**src/rtl/rect_wr_pkg.sv**
```systemverilog
// rect_wr_pkg: shared state encoding, beat geometry and frame-buffer address packing for the rectangle writer.
package rect_wr_pkg;
  typedef enum logic [2:0] {IDLE, LINE_START, REQ, BURSTING, SEG_END, LINE_END} state_t;
  localparam int PIX_PER_BEAT = 4;
  function automatic logic [24:0] pack_addr(input logic [1:0] bank, input logic [10:0] line, input logic [8:0] xb);
    return {bank, line, xb, 3'b000};
  endfunction
endpackage

```
**src/rtl/burst_segmenter.sv**
```systemverilog
// burst_segmenter: splits a span into BURST_LEN-sized bursts, tracking the current burst address and beats left.
module burst_segmenter #(
  parameter int BURST_LEN = 128,
  parameter int ADDR_W = 27
) (
  input  logic              mem_clk,
  input  logic              rst_n,
  input  logic              load,
  input  logic              advance,
  input  logic [ADDR_W-1:0] span_addr,
  input  logic [9:0]        span_len,
  output logic [ADDR_W-1:0] burst_addr,
  output logic [9:0]        burst_len,
  output logic [9:0]        remaining,
  output logic              last
);
  logic [9:0] rem;
  assign last = rem <= 10'(BURST_LEN);
  assign burst_len = last ? rem : 10'(BURST_LEN);
  assign remaining = rem - burst_len;
  always_ff @(posedge mem_clk or negedge rst_n) begin
    if (!rst_n) begin
      burst_addr <= '0;
      rem <= '0;
    end else if (load) begin
      burst_addr <= span_addr;
      rem <= span_len;
    end else if (advance) begin
      burst_addr <= burst_addr + ADDR_W'({burst_len, 3'b000});
      rem <= remaining;
    end
  end
endmodule

```
**src/rtl/rect_burst_writer.sv**
```systemverilog
// rect_burst_writer: paints rectangle outlines into the frame buffer as write bursts.
// Define RECT_FILL_EN to honour rect_fill and draw filled rectangles.
module rect_burst_writer
  import rect_wr_pkg::*;
#(
  parameter int BURST_LEN = 128,
  parameter int COORD_W = 11,
  parameter int DATA_W = 64,
  parameter int ADDR_W = 27
) (
  input  logic               mem_clk,
  input  logic               rst_n,
  input  logic               frame_start,
  input  logic [1:0]         frame_addr,
  input  logic               rect_valid,
  output logic               rect_ready,
  input  logic [COORD_W-1:0] rect_x1,
  input  logic [COORD_W-1:0] rect_y1,
  input  logic [COORD_W-1:0] rect_x2,
  input  logic [COORD_W-1:0] rect_y2,
  input  logic [15:0]        rect_color,
  input  logic               rect_fill,
  output logic               wr_burst_req,
  output logic [ADDR_W-1:0]  wr_burst_addr,
  output logic [9:0]         wr_burst_len,
  output logic [DATA_W-1:0]  wr_burst_data,
  input  logic               wr_burst_data_req,
  input  logic               burst_finish,
  output logic               busy,
  output logic               rect_done,
  output logic               rect_err
);
  state_t state, state_n;
  logic [COORD_W-1:0] y1_q, y2_q, line;
  logic [8:0] xb1_q, xb2_q;
  logic [1:0] bank_q;
  logic fill_q, pend2, abort_q, fin_q;
  logic bad, take, full, abort_now, seg_load, seg_adv, seg_last;
  logic [9:0] seg_len_in, seg_rem;
  logic [ADDR_W-1:0] seg_addr_in;
  assign bad = rect_x1 > rect_x2 || rect_y1 > rect_y2;
  assign take = state == IDLE && rect_valid && !bad;
  assign full = fill_q || line == y1_q || line == y2_q;
  assign abort_now = abort_q || frame_start;
  assign seg_load = state == LINE_START || (state == SEG_END && !abort_now && seg_last && pend2);
  assign seg_adv = state == SEG_END && !abort_now && !seg_last;
  assign seg_addr_in = ADDR_W'(pack_addr(bank_q, 11'(line), state == LINE_START ? xb1_q : xb2_q));
  assign seg_len_in = (state == LINE_START && full) ? 10'(xb2_q) - 10'(xb1_q) + 10'd1 : 10'd1;
  assign rect_ready = rst_n && state == IDLE;
  assign busy = state != IDLE;
  assign wr_burst_req = state == REQ;
  assign rect_done = state == LINE_END && !frame_start && line == y2_q;
  burst_segmenter #(.BURST_LEN(BURST_LEN), .ADDR_W(ADDR_W)) u_seg (
    .mem_clk(mem_clk),
    .rst_n(rst_n),
    .load(seg_load),
    .advance(seg_adv),
    .span_addr(seg_addr_in),
    .span_len(seg_len_in),
    .burst_addr(wr_burst_addr),
    .burst_len(wr_burst_len),
    .remaining(seg_rem),
    .last(seg_last)
  );
  always_comb begin
    state_n = state;
    case (state)
      IDLE:       state_n = take ? LINE_START : IDLE;
      LINE_START: state_n = frame_start ? IDLE : REQ;
      REQ:        state_n = frame_start ? IDLE : (wr_burst_data_req || burst_finish) ? BURSTING : REQ;
      BURSTING:   state_n = (burst_finish || fin_q) ? SEG_END : BURSTING;
      SEG_END:    state_n = abort_now ? IDLE : (seg_rem != 10'd0 || pend2) ? REQ : LINE_END;
      LINE_END:   state_n = (frame_start || line == y2_q) ? IDLE : LINE_START;
      default:    state_n = IDLE;
    endcase
  end
  always_ff @(posedge mem_clk or negedge rst_n) begin
    if (!rst_n) begin
      state <= IDLE;
      y1_q <= '0;
      y2_q <= '0;
      line <= '0;
      xb1_q <= '0;
      xb2_q <= '0;
      bank_q <= '0;
      pend2 <= 1'b0;
      abort_q <= 1'b0;
      fin_q <= 1'b0;
      rect_err <= 1'b0;
      wr_burst_data <= '0;
    end else begin
      state <= state_n;
      rect_err <= state == IDLE && rect_valid && bad;
      fin_q <= state == REQ ? burst_finish : (state == BURSTING ? 1'b0 : fin_q);
      if (take) begin
        y1_q <= rect_y1;
        y2_q <= rect_y2;
        line <= rect_y1;
        xb1_q <= 9'(rect_x1 >> $clog2(PIX_PER_BEAT));
        xb2_q <= 9'(rect_x2 >> $clog2(PIX_PER_BEAT));
        bank_q <= frame_addr;
        abort_q <= 1'b0;
        wr_burst_data <= DATA_W'({PIX_PER_BEAT{rect_color}});
      end else if ((state == BURSTING || state == SEG_END) && frame_start) begin
        abort_q <= 1'b1;
      end
      if (state == LINE_START) pend2 <= !full && xb1_q != xb2_q;
      else if (state == SEG_END && seg_load) pend2 <= 1'b0;
      if (state == LINE_END && line != y2_q) line <= line + 1'b1;
    end
  end
`ifdef RECT_FILL_EN
  always_ff @(posedge mem_clk or negedge rst_n) begin
    if (!rst_n) fill_q <= 1'b0;
    else if (take) fill_q <= rect_fill;
  end
`else
  logic unused_fill;
  assign fill_q = 1'b0;
  assign unused_fill = rect_fill;
`endif
endmodule
```
**config.mk**
```make
export PLATFORM = sky130hd
export DESIGN_NAME = rect_burst_writer
export DESIGN_NICKNAME = d
export VERILOG_FILES = /design/src/rtl/rect_wr_pkg.sv /design/src/rtl/burst_segmenter.sv /design/src/rtl/rect_burst_writer.sv
export SDC_FILE = /design/constraint.sdc
export NUM_CORES = 1
export LEC_CHECK = 0
export ABC_CLOCK_PERIOD_IN_PS = 3600
export BUFFER_PORTS_ARGS = -buffer_cell sky130_fd_sc_hd__buf_2
export CORE_UTILIZATION = 40
export CTS_CLUSTER_SIZE = 20
export DETAILED_ROUTE_END_ITERATION = 10
export PLACE_DENSITY = 0.72
export SLEW_MARGIN = 20
export SYNTH_ARGS = -nofsm -noshare
export SYNTH_HDL_FRONTEND = slang
export SYNTH_SLANG_ARGS = --single-unit
```
**constraint.sdc**
```tcl
create_clock -name mem_clk -period 3.6 [get_ports mem_clk]
set_input_delay 0.72 -clock mem_clk [delete_from_list [all_inputs] [get_ports mem_clk]]
set_output_delay 0.72 -clock mem_clk [all_outputs]
set_load 0.02 [all_outputs]
```
==> run metrics <==
largest net degree at the start of global routing=62; CTS H-tree lvls=3; CTS Sinks=110; minimum clock period=between 3 and 4 ns; Leakage Power=roughly 0.0041 uW; vias in the first global route=between 6000 and 7000; Critical Path Start Type=flop; Synth area leader=dfrtp_1; vias per inst=5.53; adder-cell share of the synthesized area=9.10%; CTS Buffer Depth=2; CP peak stage delay=0.52 ns; Synth Area in Compound Gates=a little under a fifth; Antenna Violating Nets Remaining=0; number of flops mapped to enable cells by yosys=0; count leader, synth=dfrtp_1; Setup Skew=0.00823 ns; PortBufs=168; chip width=between 100 and 150 microns; GP Congestion=0.921; post-synthesis xor/xnor area fraction=4.58%; fmax=about 0.32 GHz; first-pass GRT wire length=32800 microns; failing checks=DRC; wire per inst=approximately 17 microns; CP max stage cell=dfrtp_1; DRT Pass-1 Iters=8; DRC violations left=16; Fin. Hold Viols=0; setup tns final=0 ns; average size of a mapped cell=~8.9 sq um; Reg clk slew, reported paths=0.08 ns; Tcrit/Tclk final=between 80% and 90%; Synth async-reset ratio=100%; Cell Area, Synth=7450 sq um; critical path fanouts, max=8; post-synth cell types=72; Worst EP arrival=2.40 ns; hold bufs inserted after CTS=0; hold crit path type=flop to flop; Synth area leaders=dfrtp_1 37%, ha_1 8.6%, buf_4 5.4%, o21ai_0 4.0%, nand2_1 3.6%; Cells after Synth=841; Worst VDD drop=roughly 540 uV; sequential area share after synthesis=36.9%; P per Cell Area=950 nW/um^2; status=complete, but fails checks; antenna cells=0; starting DRC count in detailed routing=525; Core Footprint=~18000 sq um; row cnt=49; number of synthesized register bits=110; Slew Viols, Final=0; later-pin clock latency in the skew report=0.36 ns; Yosys warning count=0; die height=139 microns; placed cell count=between 1000 and 1500; Top Ports=175; combinational family with the most area after synthesis=compound AO/OA/AOI/OAI gates; mux contribution to synthesized area=4.50%; Post-Layout Cell Count=1191; routed vias=6590; Post-Synth Simple-Gate Area=15.5%; max_cap viols=0; Fillers=1757; antenna violations before repair=0; Critical Path Sink Type=output pin; All-Layer GR Usage=21.4%; total congestion overflow=0; CTS buffer count=9; Worst slew margin=30.2%; crit-path cells=xor2_1, nor4_1, nand3_1, nor4_1, buf_2; Most used DFF post-synth=dfrtp_1; DRT Wirelength=20100 microns; Root Driver=clkbuf_16; top cell type's share of synthesized area=36.9%; crit-path most repeated cell=nor4_1; area grow syn2layout=14.3%; share of cells above drive strength 1=24.4%; NumNets Final=1079; Setup CP Type=flop to output pin; DP Wirelength=15600 microns; CTS tree=yes; CTS resizes=0; RSZ-0062 raised after global routing=no; worst-margin pin slew=1.03 ns; Final setup violation count=0; Post-CTS Setup Repair Bufs=0; die area=19200 sq um; Initial Util=41.2%; Data required, critical path=2.88 ns; synth cell count leaders=110 x dfrtp_1, 72 x nand2_1, 60 x o21ai_0
stage by stage:
step / power (uW) / setup slack (ns) / util (%) / instance area, sq um / hold slack [ns]
3_5_place_dp: 7120 / 0.494 / 45.6 / 8240 / 0.476
3_3_place_gp: 7020 / 0.508 / 45.6 / 8240 / 0.470
2_1_floorplan: 6030 / 0.460 / - / 7480 / 0.424
5_1_grt: 8750 / 0.172 / 47.1 / 8520 / 0.512
6_report: 8100 / 0.480 / 47.1 / 8520 / 0.494
4_1_cts: 8120 / 0.417 / 47.1 / 8520 / 0.495
worst max-delay path: cells and delay by family, from the launching register on:
kind	cells	cell delay, ns
simple gates	3	1.06
xor+xnor	1	0.20
buf+inv	1	0.26
flops	1	0.52
state kept, by name, summed over array words and instances, names as in the netlist, 2 cells and up:
register	count
state	3
xb1_q	9
line	11
bank_q	2
y2_q	11
u_seg.burst_addr	24
u_seg.rem	10
wr_burst_data	16
xb2_q	9
y1_q	11
layout make-up:
| cell class | instances | area [sq um] | share of cell area (%) |
|---|---|---|---|
| repair buffers | 187 | 998 | 11.7 |
| flip-flops and latches | 110 | 2750 | 32.3 |
| well taps | 229 | 287 | 3.36 |
| clock buffers | 9 | 225 | 2.64 |
| multi-input cells | 591 | 3990 | 46.8 |
| inverters | 58 | 218 | 2.55 |
| clock inverters | 7 | 56.3 | 0.661 |
logic make-up (layout without fill, tap and decap cells):
kind of cell | after synthesis | in the layout
flops | 110 | 110
buf+inv | 146 | 261
fa+ha+maj | 53 | 53
xor+xnor | 39 | 39
compound gates | 224 | 224
mux | 30 | 30
other cells | 2 | 8
simple gates | 237 | 237
report_power, final:
part / leakage [uW] / switching, uW / internal, uW
sequential: 0.00133 / 654 / 1800
combinational: 0.00260 / 2810 / 1850
clock: 0.000130 / 499 / 479
total: 0.00406 / 3970 / 4130
metal layers:
layer | track usage [%] | share of wire, %
met5 | 0 | 0
met4 | 5.56 | 1.2
met2 | 33.5 | 46
met1 | 30.2 | 46
met3 | 4.12 | 6.8
cell usage in the layout, fill, tap and decap left out, types with 10 or more instances in the layout:
cell type | netlist | final
nand2_1 | 72 | 72
buf_4 | 54 | 19
xor2_1 | 26 | 26
nor4_1 | 12 | 12
a21oi_1 | 40 | 40
nor2_1 | 44 | 43
inv_1 | 56 | 56
and3_1 | 11 | 11
mux2_1 | 10 | 10
ha_1 | 51 | 51
mux2_2 | 18 | 18
nand3_1 | 28 | 28
a211oi_1 | 16 | 16
o211ai_1 | 11 | 11
buf_2 | 9 | 167
o21ai_1 | 30 | 30
nor3_1 | 30 | 30
dfrtp_1 | 110 | 110
xnor2_1 | 13 | 13
o21ai_0 | 60 | 60
worst paths after layout:
path | from | to | slack (ns) | depth (start not counted)
setup / recovery | line[7] | rect_done | 0.48 | 5
hold / removal | bank_q[1] | bank_q[1] | 0.49 | 1
setup reg to reg | u_seg.rem[8] | u_seg.burst_addr[15] | 0.49 | 11
hold reg to reg | bank_q[1] | bank_q[1] | 0.49 | 1
max in group asynchronous | rst_n | xb2_q[1] | 2.48 | 2
min in group asynchronous | rst_n | y2_q[0] | 0.55 | 2
(Power assumes the default switching activity.)
